[src/rtl/hazard_ctrl.sv]
// Pipeline hazard sequencer for the 5-stage RV32I core: load-use stall, EX forwarding,
// redirect flush and DMEM wait/timeout freeze. Optional perf counters under HAZARD_PERF_EN.
module hazard_ctrl #(
    parameter int AW           = 5,
    parameter int DMEM_TIMEOUT = 255,
    parameter int TO_W         = 8,
    parameter int CNT_W        = 32
) (
    input  logic             i_clk,
    input  logic             i_reset,
    input  logic [AW-1:0]    i_id_rs1_addr,
    input  logic             i_id_rs1_used,
    input  logic [AW-1:0]    i_id_rs2_addr,
    input  logic             i_id_rs2_used,
    input  logic [AW-1:0]    i_ex_rs1_addr,
    input  logic [AW-1:0]    i_ex_rs2_addr,
    input  logic [AW-1:0]    i_ex_rd_addr,
    input  logic             i_ex_rd_wren,
    input  logic             i_ex_is_load,
    input  logic             i_ex_pc_sel,
    input  logic [AW-1:0]    i_mem_rd_addr,
    input  logic             i_mem_rd_wren,
    input  logic [AW-1:0]    i_wb_rd_addr,
    input  logic             i_wb_rd_wren,
    input  logic             i_dmem_req,
    input  logic             i_dmem_ack,
    output logic             o_stall_pc,
    output logic             o_stall_ifid,
    output logic             o_stall_idex,
    output logic             o_stall_exmem,
    output logic             o_flush_ifid,
    output logic             o_flush_idex,
    output logic             o_bubble_memwb,
    output logic [1:0]       o_fwd_a_sel,
    output logic [1:0]       o_fwd_b_sel,
    output logic             o_dmem_err,
    output logic [CNT_W-1:0] o_stall_cnt,
    output logic [CNT_W-1:0] o_flush_cnt
);

    typedef enum logic [1:0] {
        S_RUN   = 2'd0,
        S_WAIT  = 2'd1,
        S_FAULT = 2'd2
    } state_t;

    state_t          state_q, state_d;
    logic [TO_W-1:0] wait_cnt_q, wait_cnt_d;

    logic load_use;
    logic hold_all;
    logic run_rules;

    assign load_use = i_ex_is_load && i_ex_rd_wren && (i_ex_rd_addr != '0) &&
                      ((i_id_rs1_used && (i_id_rs1_addr == i_ex_rd_addr)) ||
                       (i_id_rs2_used && (i_id_rs2_addr == i_ex_rd_addr)));

    always_ff @(posedge i_clk or posedge i_reset) begin
        if (i_reset) begin
            state_q    <= S_RUN;
            wait_cnt_q <= '0;
        end else begin
            state_q    <= state_d;
            wait_cnt_q <= wait_cnt_d;
        end
    end

    // The request cycle itself already freezes the pipe; the counter measures the WAIT
    // cycles after it, so FAULT follows DMEM_TIMEOUT WAIT cycles without an ack.
    always_comb begin
        state_d    = state_q;
        wait_cnt_d = wait_cnt_q;
        hold_all   = 1'b0;
        run_rules  = 1'b0;
        case (state_q)
            S_RUN: begin
                if (i_dmem_req && !i_dmem_ack) begin
                    hold_all   = 1'b1;
                    state_d    = S_WAIT;
                    wait_cnt_d = '0;
                end else begin
                    run_rules = 1'b1;
                end
            end
            S_WAIT: begin
                if (i_dmem_ack) begin
                    run_rules  = 1'b1;
                    state_d    = S_RUN;
                    wait_cnt_d = '0;
                end else begin
                    hold_all = 1'b1;
                    if (wait_cnt_q == TO_W'(DMEM_TIMEOUT - 1)) begin
                        state_d = S_FAULT;
                    end else begin
                        wait_cnt_d = wait_cnt_q + TO_W'(1);
                    end
                end
            end
            S_FAULT: begin
                hold_all = 1'b1;
            end
            default: begin
                state_d    = S_RUN;
                wait_cnt_d = '0;
            end
        endcase
    end

    always_comb begin
        o_stall_pc     = 1'b0;
        o_stall_ifid   = 1'b0;
        o_stall_idex   = 1'b0;
        o_stall_exmem  = 1'b0;
        o_flush_ifid   = 1'b0;
        o_flush_idex   = 1'b0;
        o_bubble_memwb = 1'b0;
        o_fwd_a_sel    = 2'b00;
        o_fwd_b_sel    = 2'b00;
        if (!i_reset) begin
            if (hold_all) begin
                o_stall_pc     = 1'b1;
                o_stall_ifid   = 1'b1;
                o_stall_idex   = 1'b1;
                o_stall_exmem  = 1'b1;
                o_bubble_memwb = 1'b1;
            end else if (run_rules) begin
                if (load_use) begin
                    o_stall_pc   = 1'b1;
                    o_stall_ifid = 1'b1;
                    o_flush_idex = 1'b1;
                end else if (i_ex_pc_sel) begin
                    o_flush_ifid = 1'b1;
                    o_flush_idex = 1'b1;
                end
            end
            // MEM result is younger than WB data, so it wins when both match.
            if (i_mem_rd_wren && (i_mem_rd_addr != '0) && (i_mem_rd_addr == i_ex_rs1_addr))
                o_fwd_a_sel = 2'b01;
            else if (i_wb_rd_wren && (i_wb_rd_addr != '0) && (i_wb_rd_addr == i_ex_rs1_addr))
                o_fwd_a_sel = 2'b10;
            if (i_mem_rd_wren && (i_mem_rd_addr != '0) && (i_mem_rd_addr == i_ex_rs2_addr))
                o_fwd_b_sel = 2'b01;
            else if (i_wb_rd_wren && (i_wb_rd_addr != '0) && (i_wb_rd_addr == i_ex_rs2_addr))
                o_fwd_b_sel = 2'b10;
        end
    end

    assign o_dmem_err = (state_q == S_FAULT);

`ifdef HAZARD_PERF_EN
    logic [CNT_W-1:0] stall_cnt_q, stall_cnt_d;
    logic [CNT_W-1:0] flush_cnt_q, flush_cnt_d;

    always_comb begin
        stall_cnt_d = stall_cnt_q;
        flush_cnt_d = flush_cnt_q;
        if (o_stall_pc && (stall_cnt_q != '1))
            stall_cnt_d = stall_cnt_q + CNT_W'(1);
        if (o_flush_ifid && i_ex_pc_sel && (flush_cnt_q != '1))
            flush_cnt_d = flush_cnt_q + CNT_W'(1);
    end

    always_ff @(posedge i_clk or posedge i_reset) begin
        if (i_reset) begin
            stall_cnt_q <= '0;
            flush_cnt_q <= '0;
        end else begin
            stall_cnt_q <= stall_cnt_d;
            flush_cnt_q <= flush_cnt_d;
        end
    end

    assign o_stall_cnt = stall_cnt_q;
    assign o_flush_cnt = flush_cnt_q;
`else
    assign o_stall_cnt = '0;
    assign o_flush_cnt = '0;
`endif

endmodule
[config.mk]
export PLATFORM = sky130hd
export DESIGN_NAME = hazard_ctrl
export DESIGN_NICKNAME = d
export VERILOG_FILES = /design/src/rtl/hazard_ctrl.sv
export SDC_FILE = /design/constraint.sdc
export NUM_CORES = 1
export LEC_CHECK = 0
export CORE_MARGIN = 3
export CORE_UTILIZATION = 34
export DETAILED_ROUTE_END_ITERATION = 8
export GPL_ROUTABILITY_DRIVEN = 0
export GPL_TIMING_DRIVEN = 0
export MAX_ROUTING_LAYER = met4
export PLACE_DENSITY = 0.82
export SLEW_MARGIN = 20
export SYNTH_ARGS = -nofsm -noshare
export SYNTH_HDL_FRONTEND = slang
export SYNTH_SLANG_ARGS = --single-unit
[constraint.sdc]
create_clock -name i_clk -period 2.6 [get_ports i_clk]
set_clock_uncertainty 0.2 [all_clocks]
set_input_delay 0.52 -clock i_clk [delete_from_list [all_inputs] [get_ports i_clk]]
set_output_delay 0.52 -clock i_clk [all_outputs]
set_load 0.03 [all_outputs]
==> out/qor.json <==
{
  "synthesis": {
    "synth_mux_area_share_pct": 1.27,
    "synth-seq-cells": 10,
    "yosys.cell_types.count": 40,
    "combinational_family_with_the_most_area_after_synthesis": "buffers and inverters",
    "yosysSeqAreaShare_pct": 15.9,
    "synth_compound_gate_area_share_pct": 12.7,
    "yosys_warnings": 0,
    "syn_avg_cell_area_um2": 7.96,
    "post_syn_instances": 198,
    "basic_gate_share_of_the_synthesized_area_counting_and_or_nand_and_nor_cells_pct": 17.2,
    "synthesized_area_fraction_occupied_by_adder_cells_pct": 1.59,
    "netlist_area_mm2": 0.00158,
    "synth_xor_xnor_area_share_pct": 17.8
  },
  "placement": {
    "io_buffer_count": 57,
    "area_after_detailed_placement_mm2": 0.00246,
    "cell_count_after_placement": 370,
    "detailed_place_hpwl_mm": 3.45
  },
  "sta": {
    "slew_violations": 0,
    "setup_total_negative_slack_ns": 0,
    "report.final.hold_viol_count": 0,
    "finalSetupViolCount": 0,
    "grt_setup_unrepaired": "true",
    "final_period_minus_worst_setup_slack_ns": 2.58,
    "timing.fmax_ghz": 0.387,
    "timing.max_slew.rel_slack_pct": 60.3,
    "worst-slew-pin-transition_ns": 0.589,
    "min_period_over_period_pct": 99.4
  },
  "pwr": {
    "cellLeakagePower_uw": 0.00136,
    "vdd_drop_max_mv": 0.202,
    "power_density_mw_per_mm2": 304
  },
  "route": {
    "drc": 0,
    "vias_per_cell": 4.20,
    "drt_iter0_markers": 34,
    "num_vias": 1597,
    "drt-pass1-iter-count": 4,
    "antenna_left": 0,
    "drt_wl_total_mm": 4.03,
    "wire_per_inst_um": 10.6
  },
  "cells_and_area": {
    "area.growth.synth_to_final_pct": 62.9,
    "antenna_diode_count": 0,
    "final_design_area_no_fill_mm2": 0.00257,
    "layout.core_utilization_pct": 58.2,
    "most_frequent_cells_in_the_layout": "74 x sky130_fd_sc_hd__buf_4, 64 x sky130_fd_sc_hd__conb_1, 16 x sky130_fd_sc_hd__xnor2_1, 16 x sky130_fd_sc_hd__xor2_1, 13 x sky130_fd_sc_hd__clkdlybuf4s50_1",
    "commonest_non_fill_non_tap_cell_in_the_layout": "sky130_fd_sc_hd__buf_4",
    "nets": 377,
    "stdcell_count": 380,
    "post_route_cells_drive_above_1_share_pct": 35.7
  },
  "clocking": {
    "tritoncts": "built",
    "max-clock-path-buffers": 2,
    "cts-buffers-inserted": 3,
    "clk_pin_slew_ns": 0.05,
    "clock_tree.htree_level_count": 1,
    "insertion_delay_ns": 0.24,
    "cts_root_buf": "sky130_fd_sc_hd__clkbuf_8",
    "num_clock_sinks": 10
  },
  "floorplan": {
    "initial_core_util_pct": 35.7,
    "row_count": 24,
    "die_area_mm2": 0.00549,
    "coreArea_mm2": 0.00441,
    "die_h_um": 74.1,
    "io-pin-count": 122,
    "die_width_um": 74.1
  },
  "grt": {
    "first_global_vias": 1460,
    "grt_pass1_wl_mm": 6.24,
    "grt_max_degree": 11,
    "global_route.overflow_total": 0,
    "grt_antenna_before_repair": 0,
    "global_route.usage.total_pct": 14.8
  },
  "setup_path": {
    "cp_max_fo": 3,
    "worst_setup_path_end_kind": "primary output",
    "start_kind": "input pin",
    "timing.critical_path.required_ns": 1.88,
    "critPathArrivalTime_ns": 1.86,
    "timing_worst_setup_path_type": "input pin to primary output"
  },
  "run": {
    "drv_cap": 0
  },
  "outcome": {
    "outcome": "finished clean"
  },
  "worst_hold_path": {
    "hp-class": "input pin to asynchronous set/reset pin"
  }
}
[per-stage QoR]
step                      hold slack (ns)  setup slack, ns  power [uW]
after floorplan                     0.168           -0.146         463
after detailed placement            0.359            -1.22         581
final                               0.261           0.0162         781
after CTS                           0.262          -0.0266         780
after global routing                0.281          -0.0338         827
after global placement              0.350            -1.20         574
[worst paths after layout]
path | endpoint | from | cells past startpoint | slack [ns]
setup / recovery | o_fwd_b_sel[1] | i_mem_rd_addr[1] | 6 | 0.02
hold / removal | wait_cnt_q[0] | i_reset | 3 | 0.26
setup reg to reg | wait_cnt_q[2] | wait_cnt_q[0] | 6 | 0.67
hold reg to reg | wait_cnt_q[6] | wait_cnt_q[6] | 2 | 0.37
max in group asynchronous | wait_cnt_q[6] | i_reset | 3 | 1.80
min in group i_clk | wait_cnt_q[6] | wait_cnt_q[6] | 2 | 0.37
[worst max-delay path: stages]
cell,delay (ns)
sky130_fd_sc_hd__buf_8,0.09
sky130_fd_sc_hd__or4_4,0.54
sky130_fd_sc_hd__o21ai_4,0.19
sky130_fd_sc_hd__nor3_4,0.06
sky130_fd_sc_hd__nor4_4,0.29
sky130_fd_sc_hd__buf_6,0.17
[registers in the layout, indices dropped and copies added, names as in the netlist]
register	flops
state_q	2
wait_cnt_q	8
[where the power goes]
group / switching (uW) / total [uW] / internal [uW]
combinational: 241 / 416 / 175
sequential: 7.63 / 169 / 161
clock: 62.4 / 196 / 133
[routing by layer]
metal | share of wire, % | up-vias | GRT usage [%] | wire length [um]
met5 | 0 | - | - | 0
met4 | 0.87 | 0 | 6.24 | 35
met3 | 14 | 4 | 3.51 | 577
met2 | 51 | 102 | 28.4 | 2070
met1 | 33 | 680 | 13.8 | 1350
li1 | - | 811 | - | -
[logic make-up after synthesis]
kind of cell,after synthesis
simple gates,47
other cells,1
flops,10
fa+ha+maj,2
xor+xnor,32
compound gates,31
mux,2
buf+inv,73
[final cells by class]
type | count | area (um^2)
buffer | 68 | 508
timing repair buffer | 63 | 563
sequential | 10 | 250
clock buffer | 4 | 55.1
tap | 52 | 65.1
fill | 412 | 1850
multi-input combinational | 178 | 1100
inverter | 5 | 22.5
[synthesized netlist by cell type]
library cell	count	share of area (%)
sky130_fd_sc_hd__a211o_1	1	0.56
sky130_fd_sc_hd__a211oi_1	1	0.48
sky130_fd_sc_hd__a21o_1	1	0.48
sky130_fd_sc_hd__a21oi_1	7	2.2
sky130_fd_sc_hd__a32oi_1	1	0.56
sky130_fd_sc_hd__and2_0	1	0.40
sky130_fd_sc_hd__and2_1	1	0.40
sky130_fd_sc_hd__and3_1	1	0.40
sky130_fd_sc_hd__and4_1	1	0.56
sky130_fd_sc_hd__buf_4	67	32
sky130_fd_sc_hd__clkbuf_1	1	0.24
sky130_fd_sc_hd__conb_1	1	0.24
sky130_fd_sc_hd__dfrtp_1	10	16
sky130_fd_sc_hd__ha_1	2	1.6
sky130_fd_sc_hd__inv_1	5	1.2
sky130_fd_sc_hd__mux2i_1	2	1.3
sky130_fd_sc_hd__nand2_1	10	2.4
sky130_fd_sc_hd__nand2b_1	1	0.40
sky130_fd_sc_hd__nand3_1	5	1.6
sky130_fd_sc_hd__nand4_1	1	0.40
sky130_fd_sc_hd__nor2_1	6	1.4
sky130_fd_sc_hd__nor3_1	4	1.3
sky130_fd_sc_hd__nor3_2	2	1.3
sky130_fd_sc_hd__nor3b_2	1	0.79
sky130_fd_sc_hd__nor4_1	5	2.0
sky130_fd_sc_hd__nor4_2	1	0.79
sky130_fd_sc_hd__o2111ai_1	1	0.56
sky130_fd_sc_hd__o211ai_1	4	1.9
sky130_fd_sc_hd__o21ai_0	9	2.9
sky130_fd_sc_hd__o21ai_2	1	0.56
sky130_fd_sc_hd__o21ba_2	1	0.63
sky130_fd_sc_hd__o21bai_1	1	0.48
sky130_fd_sc_hd__o22ai_1	1	0.40
sky130_fd_sc_hd__o31ai_1	1	0.48
sky130_fd_sc_hd__o32ai_1	1	0.56
sky130_fd_sc_hd__or3_1	3	1.2
sky130_fd_sc_hd__or3b_1	1	0.56
sky130_fd_sc_hd__or4_1	3	1.4
sky130_fd_sc_hd__xnor2_1	16	8.9
sky130_fd_sc_hd__xor2_1	16	8.9
[what timing repair did]
| item | in CTS | in global routing |
|---|---|---|
| gates resized for setup | 121 | 25 |
| endpoints found under the setup margin | 11 | 9 |
| buffers inserted | 4 | 2 |
| hold buffers | 0 | 0 |
| pin swaps | 14 | 12 |
(Power assumes the default switching activity.)
==> RTL change 1 (config.mk and constraints unchanged) <==
Change the parameter `TO_W` from 8 to 10.
--- a/src/rtl/hazard_ctrl.sv
+++ b/src/rtl/hazard_ctrl.sv
@@ -5,3 +5,3 @@
     parameter int DMEM_TIMEOUT = 255,
-    parameter int TO_W         = 8,
+    parameter int TO_W         = 10,
     parameter int CNT_W        = 32
Formal check against the unedited RTL: no difference found for any inputs over 10 cycles, from zero or initial values and one cycle with i_reset high; that may be too few to reach the edited logic, so the function may still have changed.
==> RTL change 1 against the unedited design <==
The flow now finishes with violations (setup timing); cell area up 5.4%; sequential cell count up 2; register-to-register slack worse by 0.14 ns; wire length up 7.3%; setup slack worse by 0.026 ns; fmax down 0.99%; synthesized area up 7.0%; power down 0.40%; first-iteration DRC count up 140%; sequential share of layout area up 1.3 points; final cell count up 5.0%; worst hold slack worse by 0.077 ns; largest power group unchanged.
==> RTL change 1: results (changes against the unedited design) <==
* Register area share after synthesis at 17.8% (+1.9 points)
* Leak pwr at 1.38 nW (+1.3%)
* Final core utilization at 59.3% (+1.1 points)
* Yosys cell types at 47 (+18%)
* Setup WS post-layout at -0.00977 ns (-0.0259 ns)
* Synth top area cells: buf_4 30%, dfrtp_1 18%, xor2_1 9.3%
* Slew @ Worst Pin at 0.498 ns (-0.0919 ns)
* Global-route wire length before repair at 6960 microns (+12%)
* FF-to-FF path depth at 7 (+1)
* Setup TNS at -0.00977 ns (-0.00977 ns)
* Power Internal at 0.464 mW (-1.2%)
* DPL Wire Length at 3660 microns (+6.2%)
* Post-CTS Setup Bufs at 3 (-1)
* Largest net degree at the start of global routing at 13 (+2)
* Reg2Reg Capture Point: wait_cnt_q[1]
* Minimum hold slack at 0.184 ns (-0.0775 ns)
* R2R Setup Slk at 0.53 ns (-0.14 ns)
* Post-DP Area at 0.00260 sq mm (+5.6%)
* Failing checks: setup timing
* Largest register FFs at 10 (+2)
* Outcome: complete, but fails checks
* VDD IR max at 0.162 mV (-20%)
* Crit path arrival time at 1.89 ns (+0.03 ns)
* Filler Cell Count at 417 (+1.2%)
* Layout cells sized above 1 at 38.9% (+3.3 points)
* Routed via count divided by cell count at 4.08 (-2.9%)
* Avg WL per Cell at 10.8 microns (+2.2%)
* Post-synth top cells: 67 x buf_4, 18 x xor2_1, 13 x nand2_1
* Post-Synthesis Cells at 207 (+4.5%)
* Final setup violation count at 1 (+1)
* Critical path fanouts, max at 4 (+1)
* Place WS at -1.20 ns (+0.0169 ns)
* Final WL at 4330 microns (+7.3%)
* Critical path endpoint: o_fwd_a_sel[1]
* Overall Global Routing Usage at 14.5% (-0.28 points)
[RTL change 1: cell type report]
| cell class | count | share of cell area [%] |
|---|---|---|
| clock buffers | 3 | 1.53 |
| multi-input cells | 183 | 44.2 |
| flip-flops and latches | 12 | 11.1 |
| repair buffers | 61 | 20.0 |
| well taps | 65 | 3.01 |
| inverters | 5 | 0.832 |
| plain buffers | 70 | 19.3 |
[RTL change 1: power by group through the flow]
stage | logic [mW] | clock network (mW) | registers (mW)
4_1_cts | 0.407 | 0.170 | 0.194
6_report | 0.417 | 0.166 | 0.194
5_1_grt | 0.447 | 0.183 | 0.195
2_1_floorplan | 0.294 | 0 | 0.197
3_5_place_dp | 0.408 | 0 | 0.197
3_3_place_gp | 0.404 | 0 | 0.197
[RTL change 1: kinds of logic (layout without fill, tap and decap cells)]
kind of cell / count (synthesis) / after routing / share of synthesized area [%]
AOI/OAI and AO/OA: 30 / 30 / 12.5
xor gates and xnor gates: 30 / 30 / 15.6
adders and majority gates: 2 / 2 / 1.48
buffers and inverters: 75 / 139 / 32.1
DFF: 12 / 12 / 17.8
muxes: 2 / 2 / 1.26
other: 1 / 64 / 0.222
and+or+nand+nor: 55 / 55 / 19.0
[RTL change 1: routing by layer]
| layer | share of wire, % | global-route usage (%) | routed length [microns] |
|---|---|---|---|
| met5 | 0 | - | 0 |
| met4 | 0.72 | 3.44 | 31 |
| met3 | 9.1 | 4.61 | 393 |
| met2 | 53 | 26.7 | 2270 |
| met1 | 38 | 15.0 | 1630 |
[RTL change 1: worst max-delay path, cell delays in order]
cell,delay (ns)
buf_8,0.10
or4_4,0.54
o21ai_4,0.26
nor3_4,0.08
nor4_4,0.23
buf_6,0.17
==> RTL change 2 (same settings) <==
Made on the original files. Encoding of `state_t`: now one-hot (3 bits for 3 states).
--- a/src/rtl/hazard_ctrl.sv
+++ b/src/rtl/hazard_ctrl.sv
@@ -40,6 +40,6 @@
 
-    typedef enum logic [1:0] {
-        S_RUN   = 2'd0,
-        S_WAIT  = 2'd1,
-        S_FAULT = 2'd2
+    typedef enum logic [2:0] {
+        S_RUN   = 3'b001,
+        S_WAIT  = 3'b010,
+        S_FAULT = 3'b100
     } state_t;
Function: same outputs for any inputs over 10 cycles, from zero or initial values and one cycle with i_reset high; not proved beyond that.
==> RTL change 2 against the unedited design <==
Combinational power up 4%; non-clock buffer count is the same; synthesized area rose by 1.3%; largest power group unchanged; setup slack improved by 0.0010 ns; sequential cell count is 1 higher; critical endpoint unchanged; synthesized cell count is 2.0% lower; cell area increased by 2.7%; global-route usage grew 0.53 points; power is 0.73% higher; wire length up 5.7%; die area grew 1.2%.
==> RTL change 2: results (changes against the unedited design) <==
* R2R Setup Slk at 0.60 ns (-0.07 ns)
* FF-to-FF path depth at 5 (-1)
* Reg-to-Reg Start: state_q[0]
* Ant. Diodes at 0 (unchanged)
* Syn Area/Cell at 8.24 sq um (+3.4%)
* Overall Global Routing Usage at 15.3% (+0.53 points)
* Critical path fanouts, max at 4 (+1)
* Primary flip-flop cell chosen by synthesis mapping: dfrtp_1
* Clk slew on worst S/H paths at 0.05 ns (about the same)
* Critical path origin: i_mem_rd_addr[4]
* Post-Layout Cell Count at 376 (-1.1%)
* Top routing layer in use: met4
* H-tree depth at 1 (unchanged)
* P_comb at 0.433 mW (+4%)
* Sequential Power Share at 22.8% (+1.2 points)
* Yosys cell types at 38 (-5.0%)
* Worst-Skew Late Latency at 0.24 ns (about the same)
* VDD IR max at 0.136 mV (-33%)
* Hold Path Class: in2async
* Largest net degree at the start of global routing at 12 (+1)
* Outcome: complete, no violations
* Compound-Gate Fraction of Synth Area at 11.0% (-1.7 points)
* Synth top area cells: buf_4 31%, dfrtp_1 16%, xnor2_1 11%
* Initial drt markers at 39 (+15%)
* Post-synth top cells: 67 x buf_4, 20 x xnor2_1, 14 x xor2_1
* Minimum hold slack at 0.181 ns (-0.0802 ns)
* Async SR Flop Fraction at 100% (unchanged)
* Leak pwr at 1.40 nW (+2.6%)
* Crit path arrival time at 1.86 ns (about the same)
* Global-route wire length before repair at 6580 microns (+5.5%)
* Antenna violations before repair at 0 (unchanged)
* Slew Limit Fails at 0 (unchanged)
* DPL Wire Length at 3450 microns (about the same)
* Critical path endpoint: o_fwd_b_sel[1]
* Power Internal at 0.464 mW (-1.2%)
* Multiplexer share of the synthesized area at 0% (-1.3 points)
* Layout cells sized above 1 at 43.8% (+8.2 points)
* Reg2Reg Capture Point: wait_cnt_q[7]
* Routed via count divided by cell count at 4.06 (-3.4%)
* Top flop regs: wait_cnt_q (8), state_q (3)
* CTS Root Cell: clkbuf_8
* Fin nets at 373 (-1.1%)
* Area share of fa/ha/maj cells after synthesis at 1.57% (-0.021 points)
* Post-Synth XOR/XNOR Area at 18.6% (+0.86 points)
* Crit path time final at 2.58 ns (-0.00103 ns)
* Net Sw Frac at 41.0% (+1.1 points)
* Vias in the first global route at 1,515 (+3.8%)
* Filler Cell Count at 417 (+1.2%)
* Wl on met1 at 1510 microns (+12%)
* Place WS at -1.31 ns (-0.0850 ns)
* Routed wl met2 at 2400 microns (+16%)
* Post-DP Area at 0.00250 sq mm (+1.7%)
* Met3 routed WL at 258 microns (-55%)
* Avg WL per Cell at 11.3 microns (+6.8%)
* Register area share after synthesis at 17.3% (+1.4 points)
RTL change 2: cell type report:
type | instances | share of cell area [%]
clock buffers | 4 | 1.71
well taps | 52 | 2.47
flip-flops and latches | 11 | 10.5
repair buffers | 63 | 19.3
inverters | 4 | 0.712
multi-input cells | 174 | 45.7
plain buffers | 68 | 19.6
RTL change 2: critical path, stage by stage:
cell and delay (ns):
buf_8 0.09, or4_4 0.54, o21ai_4 0.19, buf_4 0.15
nor3_4 0.04, nor4_4 0.16, buf_6 0.17
RTL change 2: stage by stage:
stage	util [%]	setup TNS, ns
floorplan	-	-0.144
global route	59.3	-0.102
detailed placement	56.3	-9.21
finish	59.3	0
CTS	58.6	-0.0292
global placement	56.3	-8.73
RTL change 2: timing repair:
action	in CTS	in global routing
buffers inserted	5	1
resized for setup	163	51
pin swaps	23	16
hold buffers	0	0
endpoints found under the setup margin	11	12
RTL change 2: layer usage:
layer	vias to the layer above	track usage, %
li1	787	-
met1	655	16.8
met2	76	28.6
met3	8	0.541
met4	0	6.52
met5	-	-
